--- src/rtl/scmp_dly_pkg.sv ---
// Shared definitions for the SC/MP DLY sequencer.
//   - ALU op-code macros (SZ_ALU_OP, ALU_OP_DEC, ALU_OP_PASS). These carry the
//     same values as the microcode header scmp_micrcode.vh. They are guarded so
//     that whichever definition is seen first wins.
//   - state enum, tick-counter width and per-step tick count.
`ifndef SZ_ALU_OP
`define SZ_ALU_OP 4
`endif
`ifndef ALU_OP_PASS
`define ALU_OP_PASS 4'h0
`endif
`ifndef ALU_OP_DEC
`define ALU_OP_DEC 4'h5
`endif

package scmp_dly_pkg;

  typedef enum logic [2:0] {
    ST_IDLE,
    ST_PRE,
    ST_LOOP,
    ST_FIN,
    ST_DONE
  } dly_state_e;

  localparam int CNT_W          = 8;
  localparam int DLY_STEP_TICKS = 2;

  localparam logic [CNT_W-1:0] STEP_LOAD = CNT_W'(DLY_STEP_TICKS - 1);
  localparam logic [CNT_W-1:0] CNT_ONE   = CNT_W'(1);

endpackage

--- src/rtl/scmp_dly_seq.sv ---
// scmp_dly_seq -- sequencer for the SC/MP DLY instruction.
// Holds the CPU for PRE_CYCLES + 2*AC + 514*disp ticks, counting AC (and a
// private copy of the displacement) down through the shared external ALU.
// Ends with AC = 8'hFF.
//
// Ports:
//   clk        system clock
//   rst_n      asynchronous active-low reset
//   ce_i       microcycle tick enable; nothing advances without it
//   start_i    begin DLY (sampled in IDLE on a tick)
//   ac_i       AC value at start
//   disp_i     displacement at start
//   alu_op_o   ALU operation select (pass while idle, DEC on decrement ticks)
//   alu_a_o    ALU A operand (AC copy or displacement copy, 0 while idle)
//   alu_res_i  ALU result
//   ac_o       AC write-back data (straight from alu_res_i)
//   ac_we_o    AC write strobe, qualified by ce_i
//   busy_o     sequencer owns the ALU and the AC write port
//   done_o     one-clock completion pulse
//   abort_i    (only with SCMP_DLY_ABORT_EN) drop back to IDLE next clock
//
// Build option: define SCMP_DLY_ABORT_EN to add the abort_i port.
//
// state | meaning
// IDLE  | waiting for start_i; ALU driven with pass/0
// PRE   | fixed overhead, PRE_CYCLES-2 ticks
// LOOP  | 2-tick steps; DEC AC, or DEC disp copy (then AC wraps next step)
// FIN   | final DEC of AC 00->FF, written on its last tick
// DONE  | done_o pulse for one clock, then IDLE
module scmp_dly_seq
  import scmp_dly_pkg::*;
#(
  parameter int PRE_CYCLES = 13
) (
  input  logic                  clk,
  input  logic                  rst_n,
  input  logic                  ce_i,
  input  logic                  start_i,
  input  logic [7:0]            ac_i,
  input  logic [7:0]            disp_i,
  output logic [`SZ_ALU_OP-1:0] alu_op_o,
  output logic [7:0]            alu_a_o,
  input  logic [7:0]            alu_res_i,
  output logic [7:0]            ac_o,
  output logic                  ac_we_o,
  output logic                  busy_o,
  output logic                  done_o
`ifdef SCMP_DLY_ABORT_EN
  ,
  input  logic                  abort_i
`endif
);

  localparam logic [CNT_W-1:0] PRE_LOAD = CNT_W'(PRE_CYCLES - 3);

  dly_state_e            state_q, state_d;
  logic [CNT_W-1:0]      cnt_q, cnt_d;
  logic [7:0]            ac_q, ac_d;
  logic [7:0]            disp_q, disp_d;
  logic                  wrap_q, wrap_d;
  logic                  busy_q, busy_d;
  logic                  done_q, done_d;
  logic                  ac_wr_q, ac_wr_d;
  logic [`SZ_ALU_OP-1:0] alu_op_q, alu_op_d;
  logic [7:0]            alu_a_q, alu_a_d;
  logic                  abort;
  logic                  op_dec;
  logic                  sel_ac;

`ifdef SCMP_DLY_ABORT_EN
  assign abort = abort_i;
`else
  assign abort = 1'b0;
`endif

  always_comb begin
    state_d = state_q;
    cnt_d   = cnt_q;
    ac_d    = ac_q;
    disp_d  = disp_q;
    wrap_d  = wrap_q;
    busy_d  = busy_q;
    done_d  = 1'b0;

    case (state_q)
      ST_IDLE: begin
        if (ce_i && start_i) begin
          ac_d    = ac_i;
          disp_d  = disp_i;
          wrap_d  = 1'b0;
          cnt_d   = PRE_LOAD;
          busy_d  = 1'b1;
          state_d = ST_PRE;
        end
      end
      ST_PRE: begin
        if (ce_i) begin
          if (cnt_q == '0) begin
            cnt_d   = STEP_LOAD;
            state_d = ST_LOOP;
          end else begin
            cnt_d = cnt_q - CNT_ONE;
          end
        end
      end
      ST_LOOP: begin
        if (ce_i) begin
          if (cnt_q != '0) begin
            // The exit tick doubles as the first FIN tick, so FIN only
            // needs its write tick afterwards.
            if (cnt_q == STEP_LOAD && ac_q == 8'h00 && disp_q == 8'h00 && !wrap_q) begin
              cnt_d   = '0;
              state_d = ST_FIN;
            end else begin
              cnt_d = cnt_q - CNT_ONE;
            end
          end else begin
            // wrap_q forces the AC 00->FF step right after a disp decrement
            if (ac_q != 8'h00 || wrap_q) begin
              ac_d   = alu_res_i;
              wrap_d = 1'b0;
            end else begin
              disp_d = alu_res_i;
              wrap_d = 1'b1;
            end
            cnt_d = STEP_LOAD;
          end
        end
      end
      ST_FIN: begin
        if (ce_i) begin
          ac_d    = alu_res_i;
          busy_d  = 1'b0;
          done_d  = 1'b1;
          state_d = ST_DONE;
        end
      end
      ST_DONE: begin
        state_d = ST_IDLE;
      end
      default: begin
        state_d = ST_IDLE;
        busy_d  = 1'b0;
      end
    endcase

    if (abort && busy_q) begin
      state_d = ST_IDLE;
      cnt_d   = '0;
      ac_d    = ac_q;
      disp_d  = disp_q;
      wrap_d  = 1'b0;
      busy_d  = 1'b0;
      done_d  = 1'b0;
    end

    // ALU drive is registered from the next state so it is stable for the
    // whole decrement phase, however many clocks ce_i keeps it waiting.
    op_dec   = (state_d == ST_LOOP && cnt_d == '0) || (state_d == ST_FIN);
    sel_ac   = (state_d == ST_FIN) || (ac_d != 8'h00) || wrap_d;
    alu_op_d = op_dec ? `ALU_OP_DEC : `ALU_OP_PASS;
    alu_a_d  = op_dec ? (sel_ac ? ac_d : disp_d) : 8'h00;
    ac_wr_d  = op_dec && sel_ac;
  end

  always_ff @(posedge clk or negedge rst_n) begin
    if (!rst_n) begin
      state_q  <= ST_IDLE;
      cnt_q    <= '0;
      ac_q     <= 8'h00;
      disp_q   <= 8'h00;
      wrap_q   <= 1'b0;
      busy_q   <= 1'b0;
      done_q   <= 1'b0;
      ac_wr_q  <= 1'b0;
      alu_op_q <= `ALU_OP_PASS;
      alu_a_q  <= 8'h00;
    end else begin
      state_q  <= state_d;
      cnt_q    <= cnt_d;
      ac_q     <= ac_d;
      disp_q   <= disp_d;
      wrap_q   <= wrap_d;
      busy_q   <= busy_d;
      done_q   <= done_d;
      ac_wr_q  <= ac_wr_d;
      alu_op_q <= alu_op_d;
      alu_a_q  <= alu_a_d;
    end
  end

  assign alu_op_o = alu_op_q;
  assign alu_a_o  = alu_a_q;
  assign ac_o     = alu_res_i;
  assign ac_we_o  = ac_wr_q & ce_i & ~abort;
  assign busy_o   = busy_q;
  assign done_o   = done_q;

endmodule
--- config.mk ---
export PLATFORM = sky130hd
export DESIGN_NAME = scmp_dly_seq
export DESIGN_NICKNAME = d
export VERILOG_FILES = /design/src/rtl/scmp_dly_pkg.sv /design/src/rtl/scmp_dly_seq.sv
export SDC_FILE = /design/constraint.sdc
export NUM_CORES = 1
export LEC_CHECK = 0
export BUFFER_PORTS_ARGS = -buffer_cell sky130_fd_sc_hd__buf_2
export CORE_MARGIN = 2
export CORE_UTILIZATION = 49
export DETAILED_ROUTE_END_ITERATION = 6
export PLACE_DENSITY = 0.82
export SLEW_MARGIN = 20
export SYNTH_ARGS = -nofsm -noshare
export SYNTH_HDL_FRONTEND = slang
export SYNTH_SLANG_ARGS = --single-unit
--- constraint.sdc ---
create_clock -name clk -period 2.9 [get_ports clk]
set_input_delay 0.435 -clock clk [delete_from_list [all_inputs] [get_ports clk]]
set_output_delay 0.435 -clock clk [all_outputs]
set_load 0.005 [all_outputs]
=== Yosys cells after proc, flatten, opt, wreduce, memory -nomap -nowiden ===
Index checks and enable logic that the tools add are counted.

* Add/subtract/negate cells: 1
* Reduce and logical (&&, ||, !) cells: 21
* Muxes and demuxes: 39
* Equal/unequal tests: 9
* Bitwise gates (word level): 2

{| class="wikitable"
|+ Operators with widths
! cell !! count
|-
| 8-bit two-way mux || 17
|-
| 8-bit case mux with 3 select lines || 2
|-
| 8-bit logical NOT || 4
|-
| 3-bit two-way mux || 8
|-
| 8-bit nonzero test || 3
|-
| 8-bit case mux with 2 select lines || 1
|-
| 3-bit by 2-bit equality test with 1-bit output, second input constant || 4
|-
| 3-bit case mux with 4 select lines || 1
|-
| 8-bit by 1-bit equality test with 1-bit output, second input constant || 1
|-
| 1-bit two-way mux || 8
|-
| 8-bit by 1-bit subtractor with 8-bit output, second input constant || 1
|-
| 1-bit logical AND || 6
|-
| 1-bit logical OR || 4
|-
| 2-bit != test, second input constant || 2
|-
| 3-bit by 1-bit equality test with 1-bit output, second input constant || 1
|-
| 3-bit equality test, second input constant || 1
|-
| 3-bit logical NOT || 1
|-
| 1-bit case mux with 3 select lines || 1
|-
| 3-bit AND reduction || 1
|-
| 3-bit OR reduction || 1
|-
| 1-bit case mux with 2 select lines || 1
|-
| 1-bit bitwise AND || 1
|-
| 1-bit logical NOT || 1
|-
| 1-bit inverter || 1
|}

* Register bits after elaboration: 42

=== Longest topological paths before layout ===
Gate-level depths: netlist of run 1.

* Depth in word-level cells: 13
* Gate-level depth with buffers: 12
* Gate-level depth less buffers: 11

=== Least setup slack after synthesis of run 1 ===
Ideal clock, no wire load.

* Path kind: register -> register
* From: register cnt_q[0]
* To: register alu_a_q[7], in the netlist alu_a_o[7]
* Setup slack: 0.107 ns
* Data required time: 2.818 ns
* Stages on the path, launching flop included: 12
* Data arrival time: 2.711 ns
* Period minus slack after synthesis: 2.793 ns
* Cells stage by stage: dfrtp_1 -> inv_1 -> ha_1 -> buf_2 -> or4b_1 -> or3_1 -> nor3_2 -> o211ai_1 -> or3_4 -> nor4_4 -> nand3_1 -> a21oi_1

* Elaborated cells on any way between the ends: 39
* Those cells by class: add/sub (1); eq/ne (3); mux (24); reduce/logical (11)

{| class="wikitable"
|+ RTL lines
! item !! line !! source
|-
| from (decl) || scmp_dly_seq.sv:57 || <nowiki>logic [CNT_W-1:0] cnt_q, cnt_d;</nowiki>
|-
| from (signal assigned) || scmp_dly_seq.sv:180 || <nowiki>cnt_q <= cnt_d;</nowiki>
|-
| 8-bit nonzero test || scmp_dly_seq.sv:108 || <nowiki>if (cnt_q != '0) begin</nowiki>
|-
| 8-bit two-way mux || scmp_dly_seq.sv:108 ||
|-
| 8-bit two-way mux || scmp_dly_seq.sv:107 || <nowiki>if (ce_i) begin</nowiki>
|-
| 8-bit case mux with 3 select lines || scmp_dly_seq.sv:85 || <nowiki>case (state_q)</nowiki>
|-
| net ac_d[6] || scmp_dly_seq.sv:58 || <nowiki>logic [7:0] ac_q, ac_d;</nowiki>
|-
| 8-bit nonzero test || scmp_dly_seq.sv:160 || <nowiki>sel_ac = (state_d == ST_FIN) || (ac_d != 8'h00) || wrap_d;</nowiki>
|-
| 1-bit logical OR (2 in a row) || scmp_dly_seq.sv:160 ||
|-
| 8-bit two-way mux (2 in a row) || scmp_dly_seq.sv:162 || <nowiki>alu_a_d = op_dec ? (sel_ac ? ac_d : disp_d) : 8'h00;</nowiki>
|-
| net alu_a_d[7] || scmp_dly_seq.sv:65 || <nowiki>logic [7:0] alu_a_q, alu_a_d;</nowiki>
|-
| to (signal assigned) || scmp_dly_seq.sv:188 || <nowiki>alu_a_q <= alu_a_d;</nowiki>
|-
| to (decl) || scmp_dly_seq.sv:65 ||
|}

The timed path passes the listed nets, and every way through them passes these cells.
A chain may end at the register's enable or synchronous reset.

=== Final worst setup path of run 1 ===
* From: register cnt_q[0]
* To: register alu_a_q[3], in the netlist alu_a_o[3]

The elaborated chain is that of the path after synthesis.

==> results of run 1 <==
-- cells in the mapped netlist, types with 2 or more instances --
cell / instances
a211oi_1: 3
a32oi_1: 2
buf_4: 11
a22oi_1: 10
a21oi_1: 15
dfrtp_1: 40
or3_1: 2
xnor2_1: 2
ha_1: 2
or4b_1: 3
a31oi_1: 5
nor3_1: 5
nand3b_1: 4
nor2_1: 19
and3b_1: 3
inv_1: 12
o21ai_0: 12
nand4_1: 7
inv_2: 4
nand2b_1: 5
a41oi_1: 2
nand3_1: 7
nand2_1: 29
and2_1: 7
a21o_1: 2
o31ai_1: 5
o21bai_1: 2
buf_2: 5
clkbuf_1: 7
o211ai_1: 3
and3_1: 3
a221oi_2: 4
nor4_1: 5
and4b_1: 2
-- flip-flops by register name, indices dropped and copies added (netlist names) --
name,cells
wrap_q,1
disp_q,8
done_o,1
alu_op_o,1
ac_wr_q,1
alu_a_o,8
state_q,3
ac_q,8
busy_o,1
cnt_q,8
-- critical path: cells and delay by family, from the launching register on --
| family | cells | cell delay (ns) |
|---|---|---|
| adders and majority gates | 1 | 0.16 |
| buffers and inverters | 2 | 0.27 |
| and+or+nand+nor | 6 | 1.70 |
| AOI/OAI and AO/OA | 2 | 0.25 |
| DFF | 1 | 0.42 |
-- kinds of logic (layout without fill, tap and decap cells) --
| logic type | after synthesis | count (layout) | share of synthesized area (%) |
|---|---|---|---|
| AND/OR/NAND/NOR | 112 | 112 | 26.3 |
| flip-flops | 40 | 40 | 40.8 |
| multiplexers | 1 | 1 | 0.408 |
| other | 1 | 2 | 0.153 |
| adder cells (fa/ha/maj) | 2 | 2 | 1.02 |
| XOR/XNOR | 2 | 2 | 0.715 |
| AO/OA/AOI/OAI | 75 | 75 | 22.2 |
| buffers and inverters | 40 | 122 | 8.37 |
-- timing repair --
item	CTS	global route
pin swaps	7	11
resized for setup	4	31
gates cloned	0	0
endpoints found under the setup margin	9	10
buffers inserted	3	8
-- worst max-delay path by stage --
stage,start,endpoint,slack [ns],depth (start not counted)
after detailed placement,cnt_q[1]$_DFF_PN0_,alu_a_o[3]$_DFF_PN0_,-0.08,10
after global routing,cnt_q[0]$_DFF_PN0_,alu_a_o[7]$_DFF_PN0_,-0.1,11
after global placement,cnt_q[1]$_DFF_PN0_,alu_a_o[1]$_DFF_PN0_,-0.06,11
after CTS,cnt_q[0]$_DFF_PN0_,alu_a_o[2]$_DFF_PN0_,0.004,11
final,cnt_q[0]$_DFF_PN0_,alu_a_o[3]$_DFF_PN0_,0.04,11
after floorplan,cnt_q[0]$_DFF_PN0_,alu_a_o[7]$_DFF_PN0_,0.11,11
-- stage by stage --
stage / power [mW] / hold slack, ns / utilization, % / cells
6_report: 3.44 / 0.263 / 68.9 / 423
5_1_grt: 3.63 / 0.324 / 68.9 / 423
4_1_cts: 3.08 / 0.292 / 64.3 / 415
3_5_place_dp: 2.54 / 0.490 / 61.2 / 404
3_3_place_gp: 2.49 / 0.497 / 61.2 / 404
2_1_floorplan: 1.88 / 0.139 / - / 274
-- power breakdown --
group / total (mW) / switching [mW] / leakage [nW] / internal, mW
Clock: 0.480 / 0.220 / 0.0548 / 0.259
Combinational: 2.06 / 1.10 / 0.973 / 0.956
Sequential: 0.903 / 0.169 / 0.519 / 0.734
Total: 3.44 / 1.49 / 1.55 / 1.95
-- layout make-up --
| cell class | instances | area [um2] |
|---|---|---|
| Fill cell | 359 | 1490 |
| Multi-Input combinational cell | 194 | 1410 |
| Sequential cell | 40 | 1000 |
| Timing Repair Buffer | 98 | 627 |
| Tap cell | 67 | 83.8 |
| Clock buffer | 5 | 68.8 |
| Inverter | 16 | 60.1 |
| Clock inverter | 3 | 46.3 |
-- per-layer routing --
metal	GRT usage [%]	vias up	share of wire, %
met5	0	-	0
met4	8.33	0	1.2
met3	4.42	10	9.0
met2	43.6	156	49
met1	36.7	1231	41
li1	-	1155	-
==> qor.csv, run 1 <==
metric;value;unit
status;complete, but fails checks;
violations;DRC;
grt_max_degree;41;
drive_gt1_share;41.6;%
async_reset_ff_share;100;%
track_usage;26.7;%
rsz0062_at_grt;yes;
cp_max_fo;7;
drcViolationCount;1;
slowest_stage;or4b_1;
slew_headroom;39.0;%
hp-class;in2async;
fin_tns_setup;0;ns
start_kind;register;
cts.sinks;40;
yosysTopAreaCellShare;40.8;%
setup_ws;0.0362;ns
dpl.hpwl;5370;um
synth.largest_area_cell;dfrtp_1;
via_per_inst;6.03;
antennaDiodeCount;0;
reg2reg_depth;11;
p_per_area;1040;nW/um2
slowest_delay;0.44;ns
antenna_found_initial;0;
io_pins;51;
clock_latency;0.30;ns
vias;2552;
fp.coreArea;4790;um2
crit_path_frequent_cell;or3_4;
path_class;reg2reg;
syn_inst;273;
numCtsBuffers;5;
fin_area;3300;um2
final_antenna_net_count;0;
syn-cell-area;2450;um2
endpoint_kind;register;
rrSetupSlack;0.04;ns
synth_seq_cells;40;
r2r-end;alu_a_o[3]$_DFF_PN0_;
hold_viol;0;
timing.rr.start;cnt_q[0]$_DFF_PN0_;
fin_skew;0.0138;ns
vdd_drop_max;0.494;mV
cts_tree;done;
period_share;98.8;%
grt-ovfl-total;0;
max_slew.worst_pin.slew;0.907;ns
cts_buffer_depth;2;
mostFrequentLayoutCell;buf_2;
htreeDepth;2;
rows;25;
routed_wl;7750;um
grt_pass1_vias;2304;
grt_pass1_wl;11200;um
clkTransAtPathRegs;0.09;ns
leakage;1.55;nW
final_cell_mix;buf_2 (48), buf_4 (47), dfrtp_1 (39);
yosysSeqAreaShare;40.8;%
setup_viol;0;
cp_cell_sequence;inv_2 > ha_4 > or4b_1 > or3_4 > nor3_4 > o211ai_1 > or3_4 > nor4_4 > buf_6 > nand3_2 > a21oi_2;
die_x;74.7;um
synth_area_leaders;dfrtp_1 (41%), nand2_1 (4.4%), buf_4 (3.4%);
dieArea;5580;um2
ctsHoldBuffers;0;
worst_ep_arrival_time;3.10;ns
synth_warnings;0;
drt_iter0_drc;323;
yosysUniqueCellTypes;58;
synthFlopType;dfrtp_1;
dp_slack;-0.0811;ns
num-nets-final;385;
place.gp.congestion;0.952;
synth_edf_count;0;
die_h;74.7;um
wire_per_inst;18.3;um
slew_viol_final;0;
required;3.14;ns
max-cap-violations;0;
post-route-min-period;2.86;ns
port_buffers;48;
cts-root-buf;clkbuf_8;
area_delta_synth_final;34.5;%
synth_area_per_cell;8.98;um2
max_freq;0.349;GHz
detail_route.first_pass.iterations;7;
initial_core_util;51.2;%
post_dp_cell_area;2930;um2
Note: power is estimated with default switching activity, not from simulation.
==> inputs of run 2 (changes only) <==
--- a/config.mk
+++ b/config.mk
@@ -7,9 +7,9 @@
 export LEC_CHECK = 0
 export BUFFER_PORTS_ARGS = -buffer_cell sky130_fd_sc_hd__buf_2
 export CORE_MARGIN = 2
-export CORE_UTILIZATION = 49
+export CORE_UTILIZATION = 55
 export DETAILED_ROUTE_END_ITERATION = 6
-export PLACE_DENSITY = 0.82
+export PLACE_DENSITY = 0.86
 export SLEW_MARGIN = 20
 export SYNTH_ARGS = -nofsm -noshare
 export SYNTH_HDL_FRONTEND = slang
==> constraint.sdc (replaced) <==
create_clock -name clk -period 3.5 [get_ports clk]
set_input_delay 0.525 -clock clk [delete_from_list [all_inputs] [get_ports clk]]
set_output_delay 0.525 -clock clk [all_outputs]
set_load 0.005 [all_outputs]
==> qor.csv, run 2 (same netlist as run 1, synthesis figures left out) <==
metric;value;unit;change
status;complete, no violations;;was complete, but fails checks
rows;24;;was 25
vdd_drop_max;0.431;mV;was 0.494 mV
via_per_inst;6.49;;was 6.03
clkTransAtPathRegs;0.08;ns;was 0.09 ns
dieArea;5010;um2;was 5580 um2
drcViolationCount;0;;was 1
path_class;reg2reg;;unchanged
fin_tns_setup;0;ns;unchanged
post-route-min-period;3.17;ns;was 2.86 ns
setup_viol;0;;unchanged
internal_power;1.26;mW;was 1.95 mW
final_cell_mix;buf_2 (48), dfrtp_1 (40), nand2_1 (29);;was buf_2 (48), buf_4 (47), dfrtp_1 (39)
grt-ovfl-total;0;;unchanged
dpl.hpwl;4820;um;was 5370 um
track_usage;27.2;%;was 26.7%
seq_area;1000;um2;about the same
max_freq;0.316;GHz;was 0.349 GHz
routed_wl;6540;um;was 7750 um
cts_buffer_depth;2;;unchanged
final_antenna_net_count;0;;unchanged
area_delta_synth_final;13.9;%;was 34.5%
antennaDiodeCount;0;;unchanged
rsz0062_at_grt;no;;was yes
fin_area;2790;um2;was 3300 um2
worst_ep_arrival_time;3.39;ns;was 3.10 ns
die_x;70.8;um;was 74.7 um
vias;2377;;was 2552
cts_tree;done;;unchanged
start_kind;register;;unchanged
cp_max_fo;8;;was 7
fin_skew;0.00504;ns;was 0.0138 ns
fillers;357;;was 359
p_per_area;820;nW/um2;was 1040 nW/um2
p_clk_share;16.9;%;was 13.9%
detail_route.first_pass.iterations;5;;was 7
antenna_found_initial;0;;unchanged
drt_iter0_drc;282;;was 323
initial_core_util;56.7;%;was 51.2%
io_pins;51;;unchanged
post_dp_cell_area;2670;um2;was 2930 um2
fp.coreArea;4320;um2;was 4790 um2
max-cap-violations;0;;unchanged
num-nets-final;343;;was 385
max_slew.worst_pin.slew;0.961;ns;was 0.907 ns
switching_share;45.0;%;was 43.4%
wire_per_inst;17.9;um;was 18.3 um
htreeDepth;2;;unchanged
switching_power;1.03;mW;was 1.49 mW
leakage;1.33;nW;was 1.55 nW
combPwrFrac;48.9;%;was 59.8%
grt_pass1_vias;2211;;was 2304
numCtsBuffers;5;;unchanged
port_buffers;48;;unchanged
slew_headroom;35.4;%;was 39.0%
required;3.72;ns;was 3.14 ns
hp-class;in2async;;unchanged
endpoint_kind;register;;unchanged
multi_input_area;1250;um2;was 1410 um2
die_h;70.8;um;was 74.7 um
mostFrequentLayoutCell;buf_2;;unchanged
grt_pass1_wl;10600;um;was 11200 um
period_share;90.5;%;was 98.8%
power_frac_seq;34.2;%;was 26.2%
cts-root-buf;clkbuf_8;;unchanged
rrSetupSlack;0.33;ns;was 0.04 ns
place.gp.congestion;0.929;;was 0.952
cts.sinks;40;;unchanged
clock_latency;0.30;ns;about the same
slew_viol_final;0;;unchanged
hold_viol;0;;unchanged
drive_gt1_share;25.5;%;was 41.6%
grt_max_degree;41;;unchanged
run 2: path summary, 6_finish.rpt:
path / cells past startpoint / endpoint / start
setup / recovery: 10 / alu_a_o[7]$_DFF_PN0_ / cnt_q[0]$_DFF_PN0_
hold / removal: 1 / cnt_q[6]$_DFF_PN0_ / rst_n
setup reg to reg: 10 / alu_a_o[7]$_DFF_PN0_ / cnt_q[0]$_DFF_PN0_
hold reg to reg: 2 / disp_q[0]$_DFF_PN0_ / disp_q[0]$_DFF_PN0_
max in group asynchronous: 1 / ac_q[5]$_DFF_PN0_ / rst_n
min in group clk: 3 / ac_q[2]$_DFF_PN0_ / ac_i[2]
run 2: layout make-up:
cell class	count	share of cell area (%)
Clock buffer	5	2.47
Clock inverter	3	1.70
Inverter	16	2.15
Multi-Input combinational cell	194	44.7
Sequential cell	40	35.9
Tap cell	52	2.33
Timing Repair Buffer	56	10.8
run 2: per-stage QoR:
| stage | total power [mW] | util, % | hold WS [ns] | std cells | setup WS, ns |
|---|---|---|---|---|---|
| 2_1_floorplan | 1.55 | - | 0.229 | 274 | 0.707 |
| 3_3_place_gp | 1.82 | 61.7 | 0.500 | 357 | 0.352 |
| 3_5_place_dp | 1.86 | 61.7 | 0.502 | 357 | 0.261 |
| 4_1_cts | 2.26 | 64.4 | 0.366 | 365 | 0.254 |
| 5_1_grt | 2.44 | 64.6 | 0.411 | 366 | 0.149 |
| 6_report | 2.29 | 64.6 | 0.339 | 366 | 0.331 |
run 2: power groups by stage:
stage / Combinational (mW) / Clock [mW] / Sequential [mW]
after floorplan: 0.861 / 0 / 0.694
after global placement: 1.05 / 0 / 0.772
after detailed placement: 1.08 / 0 / 0.780
after CTS: 1.09 / 0.395 / 0.774
after global routing: 1.23 / 0.413 / 0.798
final: 1.12 / 0.387 / 0.783
run 2: repair_timing:
item,4_1_cts,5_1_grt
setup buffers,0,1
hold buffers,0,0
endpoints found under the setup margin,0,5
resized for setup,0,0
run 2: metal layers:
metal	routed length, um	track usage (%)	up-vias
li1	-	-	1076
met5	0	0	-
met4	189	12.2	0
met2	3010	40.8	138
met1	2850	38.4	1140
met3	488	5.27	23
run 2: worst max-delay path, stage by stage, from the launching register on:
cell,delay (ns)
dfrtp_1,0.43
inv_1,0.09
ha_1,0.33
or4b_1,0.46
or3_1,0.33
nor3_2,0.16
o211ai_1,0.16
or3_4,0.44
nor4_4,0.39
nand3_1,0.13
a21oi_1,0.16
